===== src/rtl/diagv2_test_sequencer.sv =====
`default_nettype none
// ============================================================================
// Module   : diagv2_test_sequencer
// Purpose  : Runs a suite of diagv2 test programs back to back (load, reset,
//            run, halt on ecall), classifies each exit and keeps pass/fail tallies.
// Revision : 1.0 - initial release
// ============================================================================
module diagv2_test_sequencer #(
    parameter int NUM_TESTS    = 50,
    parameter int RESET_CYCLES = 2,
    parameter int TIMEOUT      = 100000,
    parameter int XLEN         = 64,
    parameter int EXIT_CODE    = 93,
    localparam int IDX_W       = (NUM_TESTS > 1) ? $clog2(NUM_TESTS) : 1,
    localparam int CNT_W       = $clog2(NUM_TESTS + 1)
) (
    input  logic             clk,
    input  logic             reset,
    input  logic             start,
    output logic             core_reset,
    output logic             core_run,
    output logic [IDX_W-1:0] prog_sel,
    output logic             load_req,
    input  logic             load_done,
    input  logic             ecall,
    input  logic [XLEN-1:0]  syscall,
    input  logic [XLEN-1:0]  arg0,
    output logic             result_valid,
    output logic [1:0]       result_code,
    output logic [IDX_W-1:0] result_idx,
    output logic [XLEN-1:0]  result_arg,
    output logic [CNT_W-1:0] passed,
    output logic [CNT_W-1:0] failed,
    output logic             invalid_seen,
    output logic             timeout_seen,
    output logic             done
);

    localparam int HOLD_W = (RESET_CYCLES > 1) ? $clog2(RESET_CYCLES) : 1;
    localparam int CYC_W  = $clog2(TIMEOUT);

    localparam logic [IDX_W-1:0]  c_LAST_IDX  = IDX_W'(NUM_TESTS - 1);
    localparam logic [HOLD_W-1:0] c_HOLD_LAST = HOLD_W'(RESET_CYCLES - 1);
    localparam logic [CYC_W-1:0]  c_CYC_LAST  = CYC_W'(TIMEOUT - 1);
    localparam logic [XLEN-1:0]   c_EXIT      = XLEN'(EXIT_CODE);

    localparam logic [1:0] c_CODE_PASS    = 2'b00;
    localparam logic [1:0] c_CODE_EXIT_NZ = 2'b01;
    localparam logic [1:0] c_CODE_INVALID = 2'b10;
    localparam logic [1:0] c_CODE_TIMEOUT = 2'b11;

    typedef enum logic [2:0] {
        S_IDLE     = 3'd0,
        S_LOAD     = 3'd1,
        S_RST_HOLD = 3'd2,
        S_RUN      = 3'd3,
        S_NEXT     = 3'd4,
        S_DONE     = 3'd5
    } state_t;

    state_t            state_q,        state_d;
    logic [IDX_W-1:0]  prog_sel_q,     prog_sel_d;
    logic [HOLD_W-1:0] hold_cnt_q,     hold_cnt_d;
    logic [CYC_W-1:0]  cyc_cnt_q,      cyc_cnt_d;
    logic [1:0]        result_code_q,  result_code_d;
    logic [IDX_W-1:0]  result_idx_q,   result_idx_d;
    logic [XLEN-1:0]   result_arg_q,   result_arg_d;
    logic [CNT_W-1:0]  passed_q,       passed_d;
    logic [CNT_W-1:0]  failed_q,       failed_d;
    logic              invalid_seen_q, invalid_seen_d;
    logic              timeout_seen_q, timeout_seen_d;

    logic       w_is_exit;
    logic [1:0] w_code;

    assign w_is_exit = (syscall == c_EXIT);

    always_comb begin
        state_d        = state_q;
        prog_sel_d     = prog_sel_q;
        hold_cnt_d     = hold_cnt_q;
        cyc_cnt_d      = cyc_cnt_q;
        result_code_d  = result_code_q;
        result_idx_d   = result_idx_q;
        result_arg_d   = result_arg_q;
        passed_d       = passed_q;
        failed_d       = failed_q;
        invalid_seen_d = invalid_seen_q;
        timeout_seen_d = timeout_seen_q;
        core_reset     = 1'b1;
        core_run       = 1'b0;
        load_req       = 1'b0;
        result_valid   = 1'b0;
        done           = 1'b0;
        w_code         = c_CODE_TIMEOUT;

        case (state_q)
            S_IDLE, S_DONE: begin
                done = (state_q == S_DONE);
                if (start) begin
                    passed_d       = '0;
                    failed_d       = '0;
                    invalid_seen_d = 1'b0;
                    timeout_seen_d = 1'b0;
                    prog_sel_d     = '0;
                    state_d        = S_LOAD;
                end
            end

            S_LOAD: begin
                load_req = 1'b1;
                if (load_done) begin
                    hold_cnt_d = '0;
                    state_d    = S_RST_HOLD;
                end
            end

            S_RST_HOLD: begin
                core_run = 1'b1;
                if (hold_cnt_q == c_HOLD_LAST) begin
                    cyc_cnt_d = '0;
                    state_d   = S_RUN;
                end else begin
                    hold_cnt_d = hold_cnt_q + HOLD_W'(1);
                end
            end

            S_RUN: begin
                // Halt in the same cycle ecall is seen so it never retires past itself.
                core_reset = 1'b0;
                core_run   = !ecall;
                cyc_cnt_d  = cyc_cnt_q + CYC_W'(1);
                if (ecall || (cyc_cnt_q == c_CYC_LAST)) begin
                    if (ecall) begin
                        if (w_is_exit) begin
                            w_code = (arg0 == '0) ? c_CODE_PASS : c_CODE_EXIT_NZ;
                        end else begin
                            w_code = c_CODE_INVALID;
                        end
                        result_arg_d = arg0;
                    end else begin
                        w_code       = c_CODE_TIMEOUT;
                        result_arg_d = '0;
                    end
                    result_code_d = w_code;
                    result_idx_d  = prog_sel_q;
                    if (w_code == c_CODE_PASS) begin
                        passed_d = passed_q + CNT_W'(1);
                    end else begin
                        failed_d = failed_q + CNT_W'(1);
                    end
                    if (w_code == c_CODE_INVALID) begin
                        invalid_seen_d = 1'b1;
                    end
                    if (w_code == c_CODE_TIMEOUT) begin
                        timeout_seen_d = 1'b1;
                    end
                    state_d = S_NEXT;
                end
            end

            S_NEXT: begin
                result_valid = 1'b1;
                if (prog_sel_q == c_LAST_IDX) begin
                    state_d = S_DONE;
                end else begin
                    prog_sel_d = prog_sel_q + IDX_W'(1);
                    state_d    = S_LOAD;
                end
            end

            default: begin
                state_d = S_IDLE;
            end
        endcase
    end

    always_ff @(posedge clk) begin
        if (reset) begin
            state_q        <= S_IDLE;
            prog_sel_q     <= '0;
            hold_cnt_q     <= '0;
            cyc_cnt_q      <= '0;
            result_code_q  <= '0;
            result_idx_q   <= '0;
            result_arg_q   <= '0;
            passed_q       <= '0;
            failed_q       <= '0;
            invalid_seen_q <= 1'b0;
            timeout_seen_q <= 1'b0;
        end else begin
            state_q        <= state_d;
            prog_sel_q     <= prog_sel_d;
            hold_cnt_q     <= hold_cnt_d;
            cyc_cnt_q      <= cyc_cnt_d;
            result_code_q  <= result_code_d;
            result_idx_q   <= result_idx_d;
            result_arg_q   <= result_arg_d;
            passed_q       <= passed_d;
            failed_q       <= failed_d;
            invalid_seen_q <= invalid_seen_d;
            timeout_seen_q <= timeout_seen_d;
        end
    end

    assign prog_sel     = prog_sel_q;
    assign result_code  = result_code_q;
    assign result_idx   = result_idx_q;
    assign result_arg   = result_arg_q;
    assign passed       = passed_q;
    assign failed       = failed_q;
    assign invalid_seen = invalid_seen_q;
    assign timeout_seen = timeout_seen_q;

endmodule
`default_nettype wire


===== config.mk =====
export PLATFORM = sky130hd
export DESIGN_NAME = diagv2_test_sequencer
export DESIGN_NICKNAME = d
export VERILOG_FILES = /design/src/rtl/diagv2_test_sequencer.sv
export SDC_FILE = /design/constraint.sdc
export NUM_CORES = 1
export LEC_CHECK = 0
export ABC_CLOCK_PERIOD_IN_PS = 2340
export CORE_ASPECT_RATIO = 1.1
export CORE_MARGIN = 2
export CORE_UTILIZATION = 35
export CTS_CLUSTER_DIAMETER = 200
export DETAILED_ROUTE_END_ITERATION = 8
export GPL_ROUTABILITY_DRIVEN = 1
export HOLD_SLACK_MARGIN = 0.1
export PLACE_DENSITY = 0.75
export SYNTH_ARGS = -nofsm -noshare
export SYNTH_HDL_FRONTEND = slang
export SYNTH_SLANG_ARGS = --single-unit

===== constraint.sdc =====
create_clock -name clk -period 2.34 [get_ports clk]
set_input_delay 0.702 -clock clk [delete_from_list [all_inputs] [get_ports clk]]
set_output_delay 0.702 -clock clk [all_outputs]
set_load 0.1 [all_outputs]

==> impl_metrics.sql <==
INSERT INTO impl_metrics (metric_group, metric, value, unit) VALUES
('detailed_routing', 'detail_route.wirelength', '17870', 'um'),
('finish', 'final_nets', '972', ''),
('global_route', 'grt_overflow', '0', ''),
('clock_network', 'cts-htree-levels', '4', ''),
('logic_synthesis', 'syn_nets', '709', ''),
('finish', 'register_area', '2265', 'um2'),
('logic_synthesis', 'synthesis.yosys.warnings', '0', ''),
('logic_synthesis', 'synth_simple_gate_area_share', '26.93', '%'),
('run', 'cap_viol_max_count', '0', ''),
('finish', 'final.fill_count', '1169', ''),
('timing', 'worst_slew_margin_rel', '66.45', '%'),
('detailed_routing', 'detail_route.vias_per_cell', '5.438', ''),
('detailed_routing', 'drc', '0', ''),
('critical_path', 'crit_fanout', '6', ''),
('global_route', 'grt_first_pass_wirelength', '27710', 'um'),
('logic_synthesis', 'synth_compound_gate_area_share', '18.40', '%'),
('timing', 'finalSetupViolCount', '4', ''),
('clock_network', 'clk_path_buf_depth', '2', ''),
('clock_network', 'number_of_buffers_created_by_cts', '17', ''),
('hold_path', 'hp-start', 'result_idx[4]', ''),
('clock_network', 'cts_sink_cnt', '113', ''),
('critical_path', 'critPathRequiredTime', '2.64', 'ns'),
('clock_network', 'worst_setup_hold_path_clk_slew', '0.05', 'ns'),
('floorplan', 'initial_utilization', '35.49', '%'),
('hold_path', 'min-delay-path-class', 'register to register', ''),
('critical_path', 'crit_path_start', 'syscall[24]', ''),
('finish', 'multi_input_area', '2794', 'um2'),
('critical_path', 'class_of_the_most_critical_setup_path', 'input pin to register', ''),
('power', 'cellPowerDensity', '714.3', 'nW/um2'),
('timing', 'finalCritPeriodShare', '102.5', '%'),
('floorplan', 'die_height', '127.5', 'um'),
('clock_network', 'cts_hold_buffers', '0', ''),
('critical_path', 'regToRegStartpoint', 'cyc_cnt_q[1]', ''),
('floorplan', 'die_w', '116.3', 'um'),
('logic_synthesis', 'proportion_of_synthesized_area_in_mux_cells', '1.623', '%'),
('finish', 'layout.cells.most_common_list', 'buf_4, dfxtp_1, nor2_1', ''),
('global_route', 'grt_pass1_vias', '5526', ''),
('logic_synthesis', 'edff_count_synth', '0', ''),
('finish', 'layout.cells.most_common', 'buf_4', ''),
('status', 'violations_in_the_final_reports', 'negative setup slack', ''),
('global_route', 'global_route.usage.total', '23.89', '%'),
('floorplan', 'fp-row-count', '45', ''),
('place', 'detailed_place_hpwl', '12730', 'um'),
('detailed_routing', 'postRouteAntennaNets', '0', ''),
('logic_synthesis', 'netlist-cell-type-count', '51', ''),
('timing', 'hold_viol', '0', ''),
('place', 'place_ws', '-0.9632', 'ns'),
('logic_synthesis', 'yosys.area_share.xor_xnor', '1.443', '%'),
('timing', 'finalWorstSetupSlack', '-0.05827', 'ns'),
('floorplan', 'i_o_pins', '230', ''),
('clock_network', 'tritoncts', 'done', ''),
('clock_network', 'clk_latency', '0.41', 'ns'),
('detailed_routing', 'detail_route.wl_per_cell', '17.25', 'um'),
('global_route', 'grt_start_max_net_pins', '73', ''),
('status', 'run_status', 'finished with violations', ''),
('critical_path', 'arrival', '2.70', 'ns'),
('logic_synthesis', 'synth_fa_ha_area_share', '1.288', '%'),
('logic_synthesis', 'seq_cells_post_synth', '113', ''),
('timing', 'clock-skew-final', '0.006574', 'ns'),
('logic_synthesis', 'avgSynthCellArea', '8.504', 'um2'),
('timing', 'post-route-min-period', '2.398', 'ns'),
('power', 'max-vdd-ir-drop', '434.3', 'uV'),
('timing', 'timing.final.max_slew_violations', '0', ''),
('logic_synthesis', 'dominantRegCellSynth', 'dfxtp_1', ''),
('critical_path', 'timing.critical_path.to_type', 'register', ''),
('floorplan', 'die_area', '14830', 'um2'),
('critical_path', 'startpoint_type', 'input pin', ''),
('logic_synthesis', 'syn-cell-area', '4856', 'um2'),
('power', 'fin_total_pwr', '5.968', 'mW'),
('global_route', 'initial_antenna_violation_count', '1', ''),
('timing', 'worstMarginPinSlew', '0.5021', 'ns');
routing by layer:
| metal | routed length [um] | vias to the layer above | GRT usage [%] |
|---|---|---|---|
| li1 | - | 2639 | - |
| met1 | 7196 | 2707 | 28.49 |
| met2 | 8742 | 257 | 39.23 |
| met3 | 1536 | 31 | 9.250 |
| met4 | 398 | 0 | 7.983 |
| met5 | 0 | - | 0 |
cell usage after synthesis (all sizes together) (2+ instances only):
library cell  count  area share, %
a21oi            34            3.5
a22oi            65             10
a311oi            2           0.36
and2              2           0.26
and3              7           0.90
buf               8           0.72
clkbuf           32            2.5
dfxtp           113             47
ha                5            1.3
inv               7           0.54
mux2              7            1.6
nand2            39            3.0
nand2b            4           0.52
nand3            25            2.7
nand3b            2           0.31
nand4            16            2.1
nor2             93            7.2
nor3             14            1.4
nor3b             5           0.77
nor4             32            4.4
nor4b             2           0.36
o211ai            3           0.46
o21a              2           0.31
o21ai             9           0.93
o31ai             5           0.77
or3               6           0.77
or4               7            1.2
xnor2             4           0.72
xor2              4           0.72
logic make-up after synthesis:
| kind of cell | Yosys count |
|---|---|
| and+or+nand+nor | 259 |
| AOI/OAI and AO/OA | 132 |
| DFF | 113 |
| muxes | 7 |
| adders and majority gates | 5 |
| xor gates and xnor gates | 8 |
| buffers and inverters | 47 |
layout make-up:
type / instances / share of cell area (%)
clock buffers: 19 / 5.421
repair buffers: 283 / 28.39
diodes: 1 / 0.02995
multi-input cells: 412 / 33.44
inverters: 7 / 0.3145
well taps: 188 / 2.815
flip-flops and latches: 113 / 27.10
clock inverters: 13 / 2.486
final timing paths:
path | end | slack [ns] | depth (start not counted)
max | failed[5] | -0.06 | 8
min | result_idx[4] | 0.46 | 2
max reg2reg | failed[5] | 0.15 | 7
min reg2reg | result_idx[4] | 0.46 | 2
critical path, cell delays in order:
cell and delay (ns):
dlygate4sd2_1 0.24, nor4_2 0.25, nand4_1 0.19, or4_4 0.61, nor3_4 0.22, buf_6 0.15
nor3_2 0.04, o31a_1 0.29
per-stage QoR:
stage	instance area [um2]	cells	util [%]	hold WS (ns)	setup TNS (ns)
2_1_floorplan	5005	571	-	0.4775	-1.135
3_3_place_gp	7580	995	55.40	0.4453	-11.46
3_5_place_dp	7580	995	55.40	0.4558	-11.10
4_1_cts	8315	1033	60.78	0.4619	-0.01063
5_1_grt	8356	1036	61.07	0.4861	-0.6200
6_report	8356	1036	61.07	0.4572	-0.1123
report_power, final:
part,internal [mW],switching (mW)
logic,0.387,0.686
registers,1.97,0.0339
clock network,1.95,0.943
state kept, by name, indices dropped and copies added, names as in the netlist:
| name | flops |
|---|---|
| result_arg | 64 |
| cyc_cnt_q | 17 |
| failed | 6 |
| passed | 6 |
| prog_sel | 6 |
| result_idx | 6 |
| state_q | 3 |
| result_code | 2 |
| hold_cnt_q | 1 |
| invalid_seen | 1 |
| timeout_seen | 1 |
repair_timing:
item,4_1_cts,5_1_grt
gates cloned,2,0
setup buffers,6,2
resized for setup,181,81
endpoints found under the setup margin,14,22
pin swaps,49,22
Power figures use the tool's default switching activity.
